===== src/rtl/cacheline_arbiter.sv =====
// cacheline_arbiter
// Shares a single downstream cacheline memory port between the instruction
// cache (read-only) and the data cache (read/write). Whole-line transactions
// are serialised. The data cache has fixed priority. A streak cap limits how
// many data cache grants in a row can pass a waiting instruction fetch.
//
// Ports:
//   clk, rst         clock and asynchronous active-high reset
//   i_addr, i_read   icache line request (held until i_resp)
//   i_rdata, i_resp  line data and 1-cycle completion strobe to the icache
//   d_addr, d_read,  dcache line request, read or writeback
//   d_write, d_wdata (held until d_resp)
//   d_rdata, d_resp  line data and 1-cycle completion strobe to the dcache
//   mem_*            downstream port; mem_resp is a 1-cycle completion pulse
//
// Optional feature: define CACHELINE_ARB_PERF_EN to add three 32-bit
// performance counters: perf_i_grants, perf_d_grants and perf_i_wait.
module cacheline_arbiter #(
    parameter int ADDR_WIDTH  = 32,
    parameter int LINE_WIDTH  = 256,
    parameter int MAX_DSTREAK = 4
) (
    input  logic                  clk,
    input  logic                  rst,
    input  logic [ADDR_WIDTH-1:0] i_addr,
    input  logic                  i_read,
    output logic [LINE_WIDTH-1:0] i_rdata,
    output logic                  i_resp,
    input  logic [ADDR_WIDTH-1:0] d_addr,
    input  logic                  d_read,
    input  logic                  d_write,
    input  logic [LINE_WIDTH-1:0] d_wdata,
    output logic [LINE_WIDTH-1:0] d_rdata,
    output logic                  d_resp,
    output logic [ADDR_WIDTH-1:0] mem_addr,
    output logic                  mem_read,
    output logic                  mem_write,
    output logic [LINE_WIDTH-1:0] mem_wdata,
    input  logic [LINE_WIDTH-1:0] mem_rdata,
    input  logic                  mem_resp
`ifdef CACHELINE_ARB_PERF_EN
    ,
    output logic [31:0]           perf_i_grants,
    output logic [31:0]           perf_d_grants,
    output logic [31:0]           perf_i_wait
`endif
);

    localparam int SW = $clog2(MAX_DSTREAK + 1);
    localparam logic [SW-1:0] STREAK_MAX = SW'(MAX_DSTREAK);

    typedef enum logic [1:0] {
        IDLE   = 2'd0,
        BUSY_I = 2'd1,
        BUSY_D = 2'd2
    } state_e;

    state_e                  state_q;
    logic [SW-1:0]           streak_q;
    logic [SW-1:0]           streak_d;
    logic [ADDR_WIDTH-1:0]   memAddr_q;
    logic                    memRead_q;
    logic                    memWrite_q;
    logic [LINE_WIDTH-1:0]   memWdata_q;
    logic                    dReq;
    logic                    grantI;
    logic                    grantD;

    // Grant decision taken in IDLE. The dcache wins unless the icache is
    // waiting and the dcache has already used up its streak allowance.
    always_comb begin
        dReq     = d_read | d_write;
        grantI   = 1'b0;
        grantD   = 1'b0;
        streak_d = streak_q;
        if (state_q == IDLE) begin
            if (dReq && (!i_read || (streak_q < STREAK_MAX))) begin
                grantD   = 1'b1;
                // streak_q < STREAK_MAX whenever i_read is set here, so the
                // increment cannot pass the cap.
                streak_d = i_read ? streak_q + 1'b1 : '0;
            end else if (i_read) begin
                grantI   = 1'b1;
                streak_d = '0;
            end
        end
    end

    // Main FSM. The downstream address, op and write data are latched at
    // grant so a requester that drops its request mid-transaction cannot
    // disturb the in-flight memory access.
    always_ff @(posedge clk or posedge rst) begin
        if (rst) begin
            state_q    <= IDLE;
            streak_q   <= '0;
            memAddr_q  <= '0;
            memRead_q  <= 1'b0;
            memWrite_q <= 1'b0;
            memWdata_q <= '0;
        end else begin
            streak_q <= streak_d;
            case (state_q)
                IDLE: begin
                    if (grantD) begin
                        state_q    <= BUSY_D;
                        memAddr_q  <= d_addr;
                        // A simultaneous read and write is treated as a write.
                        memRead_q  <= ~d_write;
                        memWrite_q <= d_write;
                        memWdata_q <= d_wdata;
                    end else if (grantI) begin
                        state_q    <= BUSY_I;
                        memAddr_q  <= i_addr;
                        memRead_q  <= 1'b1;
                        memWrite_q <= 1'b0;
                    end
                end
                BUSY_I, BUSY_D: begin
                    if (mem_resp) begin
                        state_q    <= IDLE;
                        memRead_q  <= 1'b0;
                        memWrite_q <= 1'b0;
                    end
                end
                default: begin
                    state_q    <= IDLE;
                    memRead_q  <= 1'b0;
                    memWrite_q <= 1'b0;
                end
            endcase
        end
    end

    assign mem_addr  = memAddr_q;
    assign mem_read  = memRead_q;
    assign mem_write = memWrite_q;
    assign mem_wdata = memWdata_q;

    // Only the completion strobe is steered; read data goes to both caches.
    assign i_resp  = (state_q == BUSY_I) && mem_resp;
    assign d_resp  = (state_q == BUSY_D) && mem_resp;
    assign i_rdata = mem_rdata;
    assign d_rdata = mem_rdata;

    // Illegal input combinations: both dcache ops at once, or a stray
    // downstream completion while nothing is outstanding.
    always @(posedge clk) begin
        if (!rst) begin
            assert (!(d_read && d_write));
            assert (!(mem_resp && (state_q == IDLE)));
        end
    end

`ifdef CACHELINE_ARB_PERF_EN
    // Performance counters; they wrap naturally at 2^32.
    always_ff @(posedge clk or posedge rst) begin
        if (rst) begin
            perf_i_grants <= '0;
            perf_d_grants <= '0;
            perf_i_wait   <= '0;
        end else begin
            if (grantI) begin
                perf_i_grants <= perf_i_grants + 32'd1;
            end
            if (grantD) begin
                perf_d_grants <= perf_d_grants + 32'd1;
            end
            if (i_read && (state_q != BUSY_I)) begin
                perf_i_wait <= perf_i_wait + 32'd1;
            end
        end
    end
`endif

endmodule

===== config.mk =====
export PLATFORM = sky130hd
export DESIGN_NAME = cacheline_arbiter
export DESIGN_NICKNAME = d
export VERILOG_FILES = /design/src/rtl/cacheline_arbiter.sv
export SDC_FILE = /design/constraint.sdc
export NUM_CORES = 1
export LEC_CHECK = 0
export ABC_AREA = 1
export BUFFER_PORTS_ARGS = -buffer_cell sky130_fd_sc_hd__clkbuf_2
export CAP_MARGIN = 5
export CORE_AREA = 2 2 546 548
export CTS_BUF_LIST = sky130_fd_sc_hd__clkbuf_4
export DETAILED_ROUTE_END_ITERATION = 6
export DIE_AREA = 0 0 548 550
export GPL_TIMING_DRIVEN = 0
export PLACE_DENSITY = 0.3
export RECOVER_POWER = 50
export SLEW_MARGIN = 15
export SYNTH_ARGS = -nofsm -noshare
export SYNTH_HDL_FRONTEND = slang
export SYNTH_SLANG_ARGS = --single-unit
export TNS_END_PERCENT = 20

===== constraint.sdc =====
create_clock -name clk -period 26.7 [get_ports clk]
set_input_delay 5.34 -clock clk [delete_from_list [all_inputs] [get_ports clk]]
set_output_delay 5.34 -clock clk [all_outputs]
set_load 0.005 [all_outputs]

# Word level (Yosys, flattened, before mapping)
# Index checks and enable logic that the tools add are counted.
[op_classes] mux=21 n_eq_ne=4 n_lt_le_gt_ge=1 reduce_logical=13 n_addsub=1 bitwise=2
[ops] op="$mux 32" n=2
[ops] op="$mux 1" n=10
[ops] op="$mux 3" n=3
[ops] op="$reduce_and 2->1" n=4
[ops] op="$mux 2" n=3
[ops] op="$pmux 1 s2" n=2
[ops] op="$pmux 2 s2" n=1
[ops] op="$reduce_bool 2->1" n=2
[ops] op="$add 3x1->3 const B" n=1
[ops] op="$logic_and 1x1->1" n=3
[ops] op="$lt 3x3->1 const B" n=1
[ops] op="$ne 3x3->1 const B" n=1
[ops] op="$eq 2x1->1 const B" n=1
[ops] op="$eq 2x2->1 const B" n=1
[ops] op="$logic_not 2->1" n=1
[ops] op="$ne 2x2->1 const B" n=1
[ops] op="$reduce_or 2->1" n=1
[ops] op="$logic_not 1->1" n=1
[ops] op="$logic_or 1x1->1" n=1
[ops] op="$not 1->1" n=1
[ops] op="$or 1x1->1" n=1
[word_totals] out_inout_bits=804 regBits=295

# Logic depth before layout (Yosys ltp)
# Gate-level depths: netlist (run 1).
[depth] ltp_word=8 mapped_depth=9

# Worst setup path before layout (run 1)
# No wires, ideal clock.
[synth_path] path_kind="input port to output port" from="in mem_rdata[0]" to="out d_rdata[0]" arrival_time_ns=5.451 slack_ns=15.909 cell_stages=1 path_cell_list="buf_4"
[synth_lines] item="from (decl)" line_no="39" rtl="input logic [LINE_WIDTH-1:0] mem_rdata,"
[synth_lines] item="to (decl)" line_no="33" rtl="output logic [LINE_WIDTH-1:0] d_rdata,"
# No word-level cell between the ends.

==> flow_summary.toml, run 1 <==
[detailed_routing]
drt-total-wl_um = 161800
routedWlPerCell_um = 22.55
vias = 17180
viasPerCell = 2.394
remaining_drc_errors = 0
ant_nets = 0
drt_iter0_drc = 891
dr.pass1.iters = 5

[clocking]
root_buffer = "clkbuf_4"
cts.sinks = 295
clock_path_buffers = 3
cts_setup_buffers = 0
worstSkewPairLatency_ns = 1.05
cts_max_level = 3
cts_resized = 0
clkTransAtPathRegs_ns = 0.06
postCtsHoldBufs = 0
cts_made_buffers = 94
cts_tree = "yes"

[synthesis]
synth_cell_types = 16
synth-async-reset-ratio_pct = 100.0
synth_edf_count = 0
seq_area_frac_synth_pct = 47.32
avgSynthCellArea_sq_um = 8.112
synth_top_area_share_pct = 47.32
netlist_area_sq_um = 15600
synth.largest_area_cell = "dfrtp_1"
synth_ff_type = "dfrtp_1"
synth.most_common_cell = "nand2_1"
ys_warn_count = 0
synth_nets = 2509
synth_common_cells = "nand2_1 (916), buf_4 (513), dfrtp_1 (295)"
yosys-top-cells-area = "dfrtp_1 (47%), buf_4 (25%), nand2_1 (22%), buf_2 (2.1%), inv_1 (1.9%)"
syn-instance-count = 1923
synth-seq-cells = 295

[worst_setup_path]
start_kind = "input pin"
crit_type = "input pin to async pin"
crit_slowest_cell = "clkbuf_1"
cp_max_fo = 82
endpoint_kind = "async pin"
worstPathRequired_ns = 26.53
r2r_slack_ns = 22.66
slowest_delay_ns = 3.60
worstPathCellList = "clkbuf_1, clkinvlp_2, clkbuf_1, clkbuf_1"
cpMostUsedCell = "clkbuf_1"
critPathArrivalTime_ns = 14.39

[floorplan]
rows = 200
core_area_sq_um = 295500
die_w_um = 548
io_pins = 1386
die_h_um = 550
die_area_sq_um = 301400
start_util_pct = 5.278

[timing]
fin_ws_ns = 12.13
max-slew-margin-rel_pct = -242.0
fin_skew_ns = 0.1405
finalHoldViolCount = 0
slew_viol_final = 324
worst_pin_slew_ns = 5.130
final-setup-viol-count = 0
period_minus_slack_ns = 14.57
fin_crit_sh_pct = 54.55
max_clock_freq_mhz = 68.66
tns_ns = 0
grt_setup_unrepaired = "no"

[cells_and_area]
syn2layout_area_growth_pct = 74.37
layout.nets = 3737
fin_area_sq_um = 27200
fill_cells = 34910
drive_gt1_share_pct = 53.68
fin_util_pct = 9.204

[place]
placed_area_sq_um = 26270
dp_slack_ns = 15.65
gp_congestion = 0.8488
portBuffers = 1129
dp_hpwl_um = 147200

[global_route]
grt_max_degree = 89
grtUsageTotal_pct = 10.31
grt_pass1_vias = 17140
grt_overflow = 0
grt_pass1_wl_um = 197000
antenna_found_initial = 84

[power_and_ir_drop]
power.density_nw_per_um2 = 91.11
finalPower_mw = 2.478
power_leakage_nw = 14.54
peakVddDrop_mv = 0.04345

[worst_hold_path]
worstHoldPathType = "flop to flop"

[status]
outcome = "finished, violations left"
failed_checks = "capacitance limit, slew limit"

[flow_run]
drv_cap = 6
-- cell type report --
| type | instances | area (sq um) | area share [%] |
|---|---|---|---|
| Clock buffer | 125 | 938.4 | 3.450 |
| Buffer | 581 | 4146 | 15.24 |
| Multi-Input combinational cell | 966 | 3714 | 13.65 |
| Tap cell | 3939 | 4928 | 18.12 |
| Sequential cell | 295 | 7382 | 27.14 |
| Timing Repair Buffer | 1132 | 5547 | 20.39 |
| Clock inverter | 28 | 163.9 | 0.6026 |
| Antenna cell | 30 | 75.07 | 0.2760 |
| Inverter | 81 | 305.3 | 1.122 |
-- kinds of logic after synthesis --
family,Yosys count,synth area share [%]
flip-flops,295,47.32
adder cells (fa/ha/maj),4,0.3209
AND/OR/NAND/NOR,958,23.41
AO/OA/AOI/OAI,4,0.1364
buffers and inverters,662,28.80
-- per-stage QoR --
step	hold WS, ns	std cells
after floorplan	0.4570	1923
after CTS	0.4822	7147
after detailed placement	0.4638	6994
final	0.4720	7177
after global placement	0.4662	6991
after global routing	0.4923	7159
-- power by group --
part           internal, mW  switching (mW)  total (mW)
Clock                 0.226           0.249       0.475
Sequential            0.668           0.135       0.804
Combinational         0.363           0.837        1.20
Total                  1.26            1.22        2.48
-- state kept, by name, indices dropped and copies added (netlist names) --
signal     flops
mem_addr      32
mem_read       1
mem_wdata    256
mem_write      1
state_q        2
streak_q       3
-- metal layers --
metal	global-route usage (%)	up-vias	share of wire [%]
met5	0	-	0.15
met1	12.01	8026	39
li1	-	7749	-
met3	4.404	204	11
met2	17.44	1166	48
met4	2.224	34	1.7
-- path summary, 6_finish.rpt --
kind | start | to | cells after the start
setup / recovery | rst | mem_addr[30]$_DFFE_PP0P_ | 4
hold / removal | mem_wdata[72]$_DFFE_PP0P_ | mem_wdata[72]$_DFFE_PP0P_ | 2
setup reg to reg | state_q[0]$_DFFE_PP0P_ | mem_wdata[217]$_DFFE_PP0P_ | 8
hold reg to reg | mem_wdata[72]$_DFFE_PP0P_ | mem_wdata[72]$_DFFE_PP0P_ | 2
max in group clk | mem_resp | i_resp | 4
min in group asynchronous | rst | mem_wdata[27]$_DFFE_PP0P_ | 2
-- cell usage in the layout (no fill, tap or decap), drive strengths merged --
master	count
buf	545
bufinv	1
clkbuf	1293
clkinv	22
clkinvlp	2
dfrtp	295
diode	30
ha	4
inv	84
nand2	917
nand3	35
nand4	1
nor2	5
o21ai	3
o22ai	1
-- worst max-delay path, delay by kind of cell --
kind / cells / cell delay (ns)
buf+inv: 4 / 8.77
Note: power is estimated with default switching activity, not from simulation.
==> run 2, diff against run 1 <==
--- a/config.mk
+++ b/config.mk
@@ -8,10 +8,10 @@
 export ABC_AREA = 1
 export BUFFER_PORTS_ARGS = -buffer_cell sky130_fd_sc_hd__clkbuf_2
 export CAP_MARGIN = 5
-export CORE_AREA = 2 2 546 548
+export CORE_AREA = 2 2 534 536
 export CTS_BUF_LIST = sky130_fd_sc_hd__clkbuf_4
 export DETAILED_ROUTE_END_ITERATION = 6
-export DIE_AREA = 0 0 548 550
+export DIE_AREA = 0 0 536 538
 export GPL_TIMING_DRIVEN = 0
 export PLACE_DENSITY = 0.3
 export RECOVER_POWER = 50
==> constraint.sdc (replaced) <==
create_clock -name clk -period 13.9 [get_ports clk]
set_input_delay 2.78 -clock clk [delete_from_list [all_inputs] [get_ports clk]]
set_output_delay 2.78 -clock clk [all_outputs]
set_load 0.005 [all_outputs]
==> run 2 against run 1 <==
The flow still finishes with violations (capacitance limit, slew limit). Sequential share of layout area barely moved. Non-clock buffer count did not move. Combinational power rose by 88%. Sequential power rose by 92%. Utilization rose by 0.38 points. Final cell count fell by 2.0%. Critical path type unchanged. Largest cell class unchanged.
==> flow_summary.toml, run 2 (synthesized netlist as in run 1, its figures left out) <==
[global_route]
grt_pass1_vias = 16940
grt_overflow = 0
grt_max_degree = 89
grtUsageTotal_pct = 10.12
grt_pass1_wl_um = 185900
antenna_found_initial = 71

[place]
gp_congestion = 0.9168
dp_hpwl_um = 139200
placed_cells = 6817
portBuffers = 1129
placed_area_sq_um = 26050
dp_slack_ns = 7.959

[cells_and_area]
fin_area_sq_um = 27150
layout.nets = 3743
multi_input_comb_area_sq_um = 3714
largest_reg_flops = 256
syn2layout_area_growth_pct = 74.07
drive_gt1_share_pct = 53.89
most-common-layout-cells = "clkbuf_2 (1040), nand2_1 (917), buf_4 (513)"
mostFrequentLayoutCell = "clkbuf_2"
regArea_sq_um = 7382
fill_cells = 33370
fin_cells = 7032

[worst_setup_path]
slowest_delay_ns = 3.82
critPathTopFamily = "buffers and inverters"
r2r_slack_ns = 9.94
worst_r2r_endpoint = "mem_wdata[227]$_DFFE_PP0P_"
worstPathRequired_ns = 13.62
critPathLaunch = "rst"
crit_slowest_cell = "clkbuf_1"
crit_end = "mem_wdata[156]$_DFFE_PP0P_"
crit_type = "input pin to async pin"
r2r-start = "state_q[0]$_DFFE_PP0P_"
worstPathCellList = "clkbuf_2, clkinvlp_2, clkbuf_1"
rr_worst_depth = 8
worst-path-buf-inv = 3
critPathArrivalTime_ns = 7.96
start_kind = "input pin"
endpoint_kind = "async pin"
path_depth = 3
cp_max_fo = 87

[detailed_routing]
viasPerCell = 2.455
remaining_drc_errors = 0
drt-total-wl_um = 154100
vias = 17270
ant_nets = 0
routedWlPerCell_um = 21.92
drt_iter0_drc = 916
dr.pass1.iters = 5

[power_and_ir_drop]
power_leakage_nw = 14.63
power.density_nw_per_um2 = 175.1
peakVddDrop_mv = 0.08758

[worst_hold_path]
worstHoldPathType = "flop to flop"

[floorplan]
die_h_um = 538
io_pins = 1386
die_w_um = 536
die_area_sq_um = 288400
core_area_sq_um = 283200
rows = 196
start_util_pct = 5.507

[clocking]
cts_max_level = 3
clkTransAtPathRegs_ns = 0.05
cts_tree = "yes"
clock_path_buffers = 3
worstSkewPairLatency_ns = 1.02
cts.sinks = 295
cts_made_buffers = 100
postCtsHoldBufs = 0
cts_setup_buffers = 0
root_buffer = "clkbuf_4"
cts_resized = 0

[timing]
slew_viol_final = 224
max-slew-margin-rel_pct = -266.9
max_clock_freq_mhz = 121.4
final-setup-viol-count = 0
fin_ws_ns = 5.664
grt_setup_unrepaired = "no"
worst_pin_slew_ns = 5.504
fin_hold_ws_ns = 0.4750
fin_crit_sh_pct = 59.25
finalHoldViolCount = 0
fin_skew_ns = 0.08918
period_minus_slack_ns = 8.236

[flow_run]
drv_cap = 4

[status]
failed_checks = "capacitance limit, slew limit"
outcome = "finished, violations left"
==> run 2: layout make-up <==
cell class / instances / area share [%]
plain buffers: 581 / 15.27
diodes: 45 / 0.4147
flip-flops and latches: 295 / 27.19
well taps: 3762 / 17.34
clock inverters: 31 / 0.6175
multi-input cells: 966 / 13.68
clock buffers: 139 / 3.843
repair buffers: 1132 / 20.53
inverters: 81 / 1.124
==> run 2: worst min path at each step <==
stage	start	end	slack (ns)	cells after the start
CTS	mem_addr[3]$_DFFE_PP0P_	mem_addr[3]$_DFFE_PP0P_	0.48	2
floorplan	streak_q[1]$_DFFE_PP0P_	streak_q[1]$_DFFE_PP0P_	0.46	2
global route	mem_addr[31]$_DFFE_PP0P_	mem_addr[31]$_DFFE_PP0P_	0.49	2
detailed placement	mem_wdata[44]$_DFFE_PP0P_	mem_wdata[44]$_DFFE_PP0P_	0.46	2
global placement	mem_wdata[222]$_DFFE_PP0P_	mem_wdata[222]$_DFFE_PP0P_	0.46	2
finish	mem_addr[3]$_DFFE_PP0P_	mem_addr[3]$_DFFE_PP0P_	0.47	2
==> run 2: where the power goes <==
group | internal, mW | switching, mW | total (mW) | leakage, nW
clock network | 0.476 | 0.490 | 0.967 | 0.725
logic | 0.699 | 1.55 | 2.25 | 10.3
registers | 1.28 | 0.256 | 1.54 | 3.62
==> run 2: worst min-delay path: cells and delay by family (launching register included) <==
family	cells	cell delay [ns]
simple gates	2	0.10
flops	1	0.34
==> run 2: per-layer routing <==
| metal | global-route usage, % | wire length [um] | vias to the layer above |
|---|---|---|---|
| met5 | 0.3125 | 226 | - |
| met4 | 3.276 | 4649 | 36 |
| met3 | 5.751 | 19460 | 243 |
| met2 | 16.60 | 71660 | 1156 |
| met1 | 10.89 | 58150 | 8022 |
| li1 | - | - | 7810 |
==> run 2: stage by stage <==
step | util, % | setup TNS [ns] | power, mW
after floorplan | - | 0 | 2.385
after global placement | 9.164 | -698.13 | 3.935
after detailed placement | 9.196 | 0 | 3.919
after CTS | 9.623 | 0 | 4.969
after global routing | 9.560 | 0 | 5.178
final | 9.586 | 0 | 4.754
==> run 3, diff against run 2 <==
==> constraint.sdc (replaced) <==
create_clock -name clk -period 8.1 [get_ports clk]
set_input_delay 1.62 -clock clk [delete_from_list [all_inputs] [get_ports clk]]
set_output_delay 1.62 -clock clk [all_outputs]
set_load 0.005 [all_outputs]
==> run 3 against run 2 <==
The run still ends with capacitance limit, slew limit left. Via count increased by 0.80%. Non-clock buffer count is 9 higher. Cell area increased by 0.25%. Flip-flop and latch count unchanged. Critical path type unchanged. Critical endpoint is now mem_wdata[207]$_DFFE_PP0P_.
==> flow_summary.toml, run 3 (synthesized netlist as in run 1, its figures left out) <==
[cells_and_area]
fin_util_pct = 9.610
fin_cells = 7030
syn2layout_area_growth_pct = 74.50
multi_input_comb_area_sq_um = 3714
fin_area_sq_um = 27220
layout.nets = 3751
largest_reg_flops = 256
mostFrequentLayoutCell = "clkbuf_2"
most-common-layout-cells = "clkbuf_2 (1034), nand2_1 (917), buf_4 (513)"
drive_gt1_share_pct = 53.65
regArea_sq_um = 7382
fill_cells = 33300

[timing]
worst_pin_slew_ns = 2.000
max-slew-margin-rel_pct = -33.35
finalHoldViolCount = 0
max_clock_freq_mhz = 190.9
grt_setup_unrepaired = "no"
fin_skew_ns = 0.06585
slew_viol_final = 87
fin_ws_ns = 2.863
tns_ns = 0
fin_crit_sh_pct = 64.66
period_minus_slack_ns = 5.237
final-setup-viol-count = 0

[floorplan]
die_h_um = 538
rows = 196
die_area_sq_um = 288400
die_w_um = 536
io_pins = 1386
core_area_sq_um = 283200
start_util_pct = 5.507

[detailed_routing]
vias = 17410
remaining_drc_errors = 0
drt_iter0_drc = 931
drt-total-wl_um = 155100
ant_nets = 0
routedWlPerCell_um = 22.07
dr.pass1.iters = 5
viasPerCell = 2.476

[power_and_ir_drop]
intPower_mw = 4.207
p_switching_mw = 3.990
seqPwrFrac_pct = 32.4
netSwitchingFraction_pct = 48.68
power.density_nw_per_um2 = 301.1
power_leakage_nw = 14.65
p_clk_share_pct = 20.6
peakVddDrop_mv = 0.1344
pwr-share-comb_pct = 47.0

[place]
placed_area_sq_um = 26220
placed_cells = 6826
gp_congestion = 0.8595
dp_slack_ns = 3.975
dp_hpwl_um = 141000
portBuffers = 1129

[worst_setup_path]
start_kind = "input pin"
worstPathCellList = "clkbuf_2, clkinvlp_2, clkbuf_1, clkbuf_1, buf_12, clkbuf_1, buf_12, buf_12"
critPathArrivalTime_ns = 6.42
rr_worst_depth = 8
crit_type = "input pin to async pin"
slowest_delay_ns = 1.16
cp_max_fo = 33
worstPathRequired_ns = 9.28
crit_slowest_cell = "clkbuf_1"
endpoint_kind = "async pin"

[global_route]
grt_pass1_wl_um = 186300
grt_pass1_vias = 16500
antenna_found_initial = 88
grt_overflow = 0
grtUsageTotal_pct = 10.19
grt_max_degree = 34

[clocking]
cts_setup_buffers = 0
cts_max_level = 3
clkTransAtPathRegs_ns = 0.07
root_buffer = "clkbuf_4"
postCtsHoldBufs = 0
cts_made_buffers = 99
clock_path_buffers = 3
cts_tree = "yes"
cts.sinks = 295
worstSkewPairLatency_ns = 1.05
cts_resized = 0

[flow_run]
drv_cap = 5

[worst_hold_path]
worstHoldPathCells = 2
worstHoldPathType = "flop to flop"

[status]
failed_checks = "capacitance limit, slew limit"
outcome = "finished, violations left"
run 3: cell count changes in the layout (fill, tap and decap cells not counted), sizes merged:
cell,before,now
buf,547,549
bufinv,1,0
clkbuf,1305,1315
clkinv,25,23
clkinvlp,2,1
diode,45,34
inv,84,85
run 3: metal layers:
metal	share of wire, %	vias up	GRT usage, %
met2	45	1233	16.06
met1	38	8097	11.41
met4	3.1	44	3.370
met3	14	239	5.891
li1	-	7792	-
met5	0.19	-	0.3454
run 3: final timing paths:
path / from / endpoint / slack, ns
worst max-delay path: rst / mem_wdata[207]$_DFFE_PP0P_ / 2.86
worst min-delay path: mem_read$_DFFE_PP0P_ / mem_read$_DFFE_PP0P_ / 0.48
worst max register to register: state_q[1]$_DFFE_PP0P_ / mem_wdata[188]$_DFFE_PP0P_ / 3.95
worst min register to register: mem_read$_DFFE_PP0P_ / mem_read$_DFFE_PP0P_ / 0.48
max in group clk: d_write / mem_wdata[188]$_DFFE_PP0P_ / 3.82
min in group asynchronous: rst / mem_wdata[117]$_DFFE_PP0P_ / 0.64
run 3: area by class of cell:
cell class / instances / area share (%)
multi-input combinational: 966 / 13.64
clock buffer: 142 / 3.916
antenna: 34 / 0.3126
tap: 3762 / 17.29
inverter: 81 / 1.122
timing repair buffer: 1141 / 20.81
clock inverter: 28 / 0.5516
sequential: 295 / 27.12
buffer: 581 / 15.23
run 3: per-stage QoR:
| step | total power [mW] | hold WS, ns |
|---|---|---|
| after global routing | 8.999 | 0.4884 |
| after floorplan | 4.092 | 0.4570 |
| after CTS | 8.639 | 0.3714 |
| after detailed placement | 6.805 | 0.4637 |
| final | 8.196 | 0.4783 |
| after global placement | 6.828 | 0.4651 |
run 3: worst max-delay path, delay by kind of cell:
family	cells	cell delay (ns)
buf+inv	8	4.65
run 3: power by group through the flow:
stage                     Sequential [mW]  Clock (mW)  Combinational (mW)
after floorplan                      2.65           0                1.44
after global placement               2.66           0                4.17
after detailed placement             2.66           0                4.14
after CTS                            2.66        1.81                4.17
after global routing                 2.75        1.88                4.37
final                                2.65        1.69                3.85
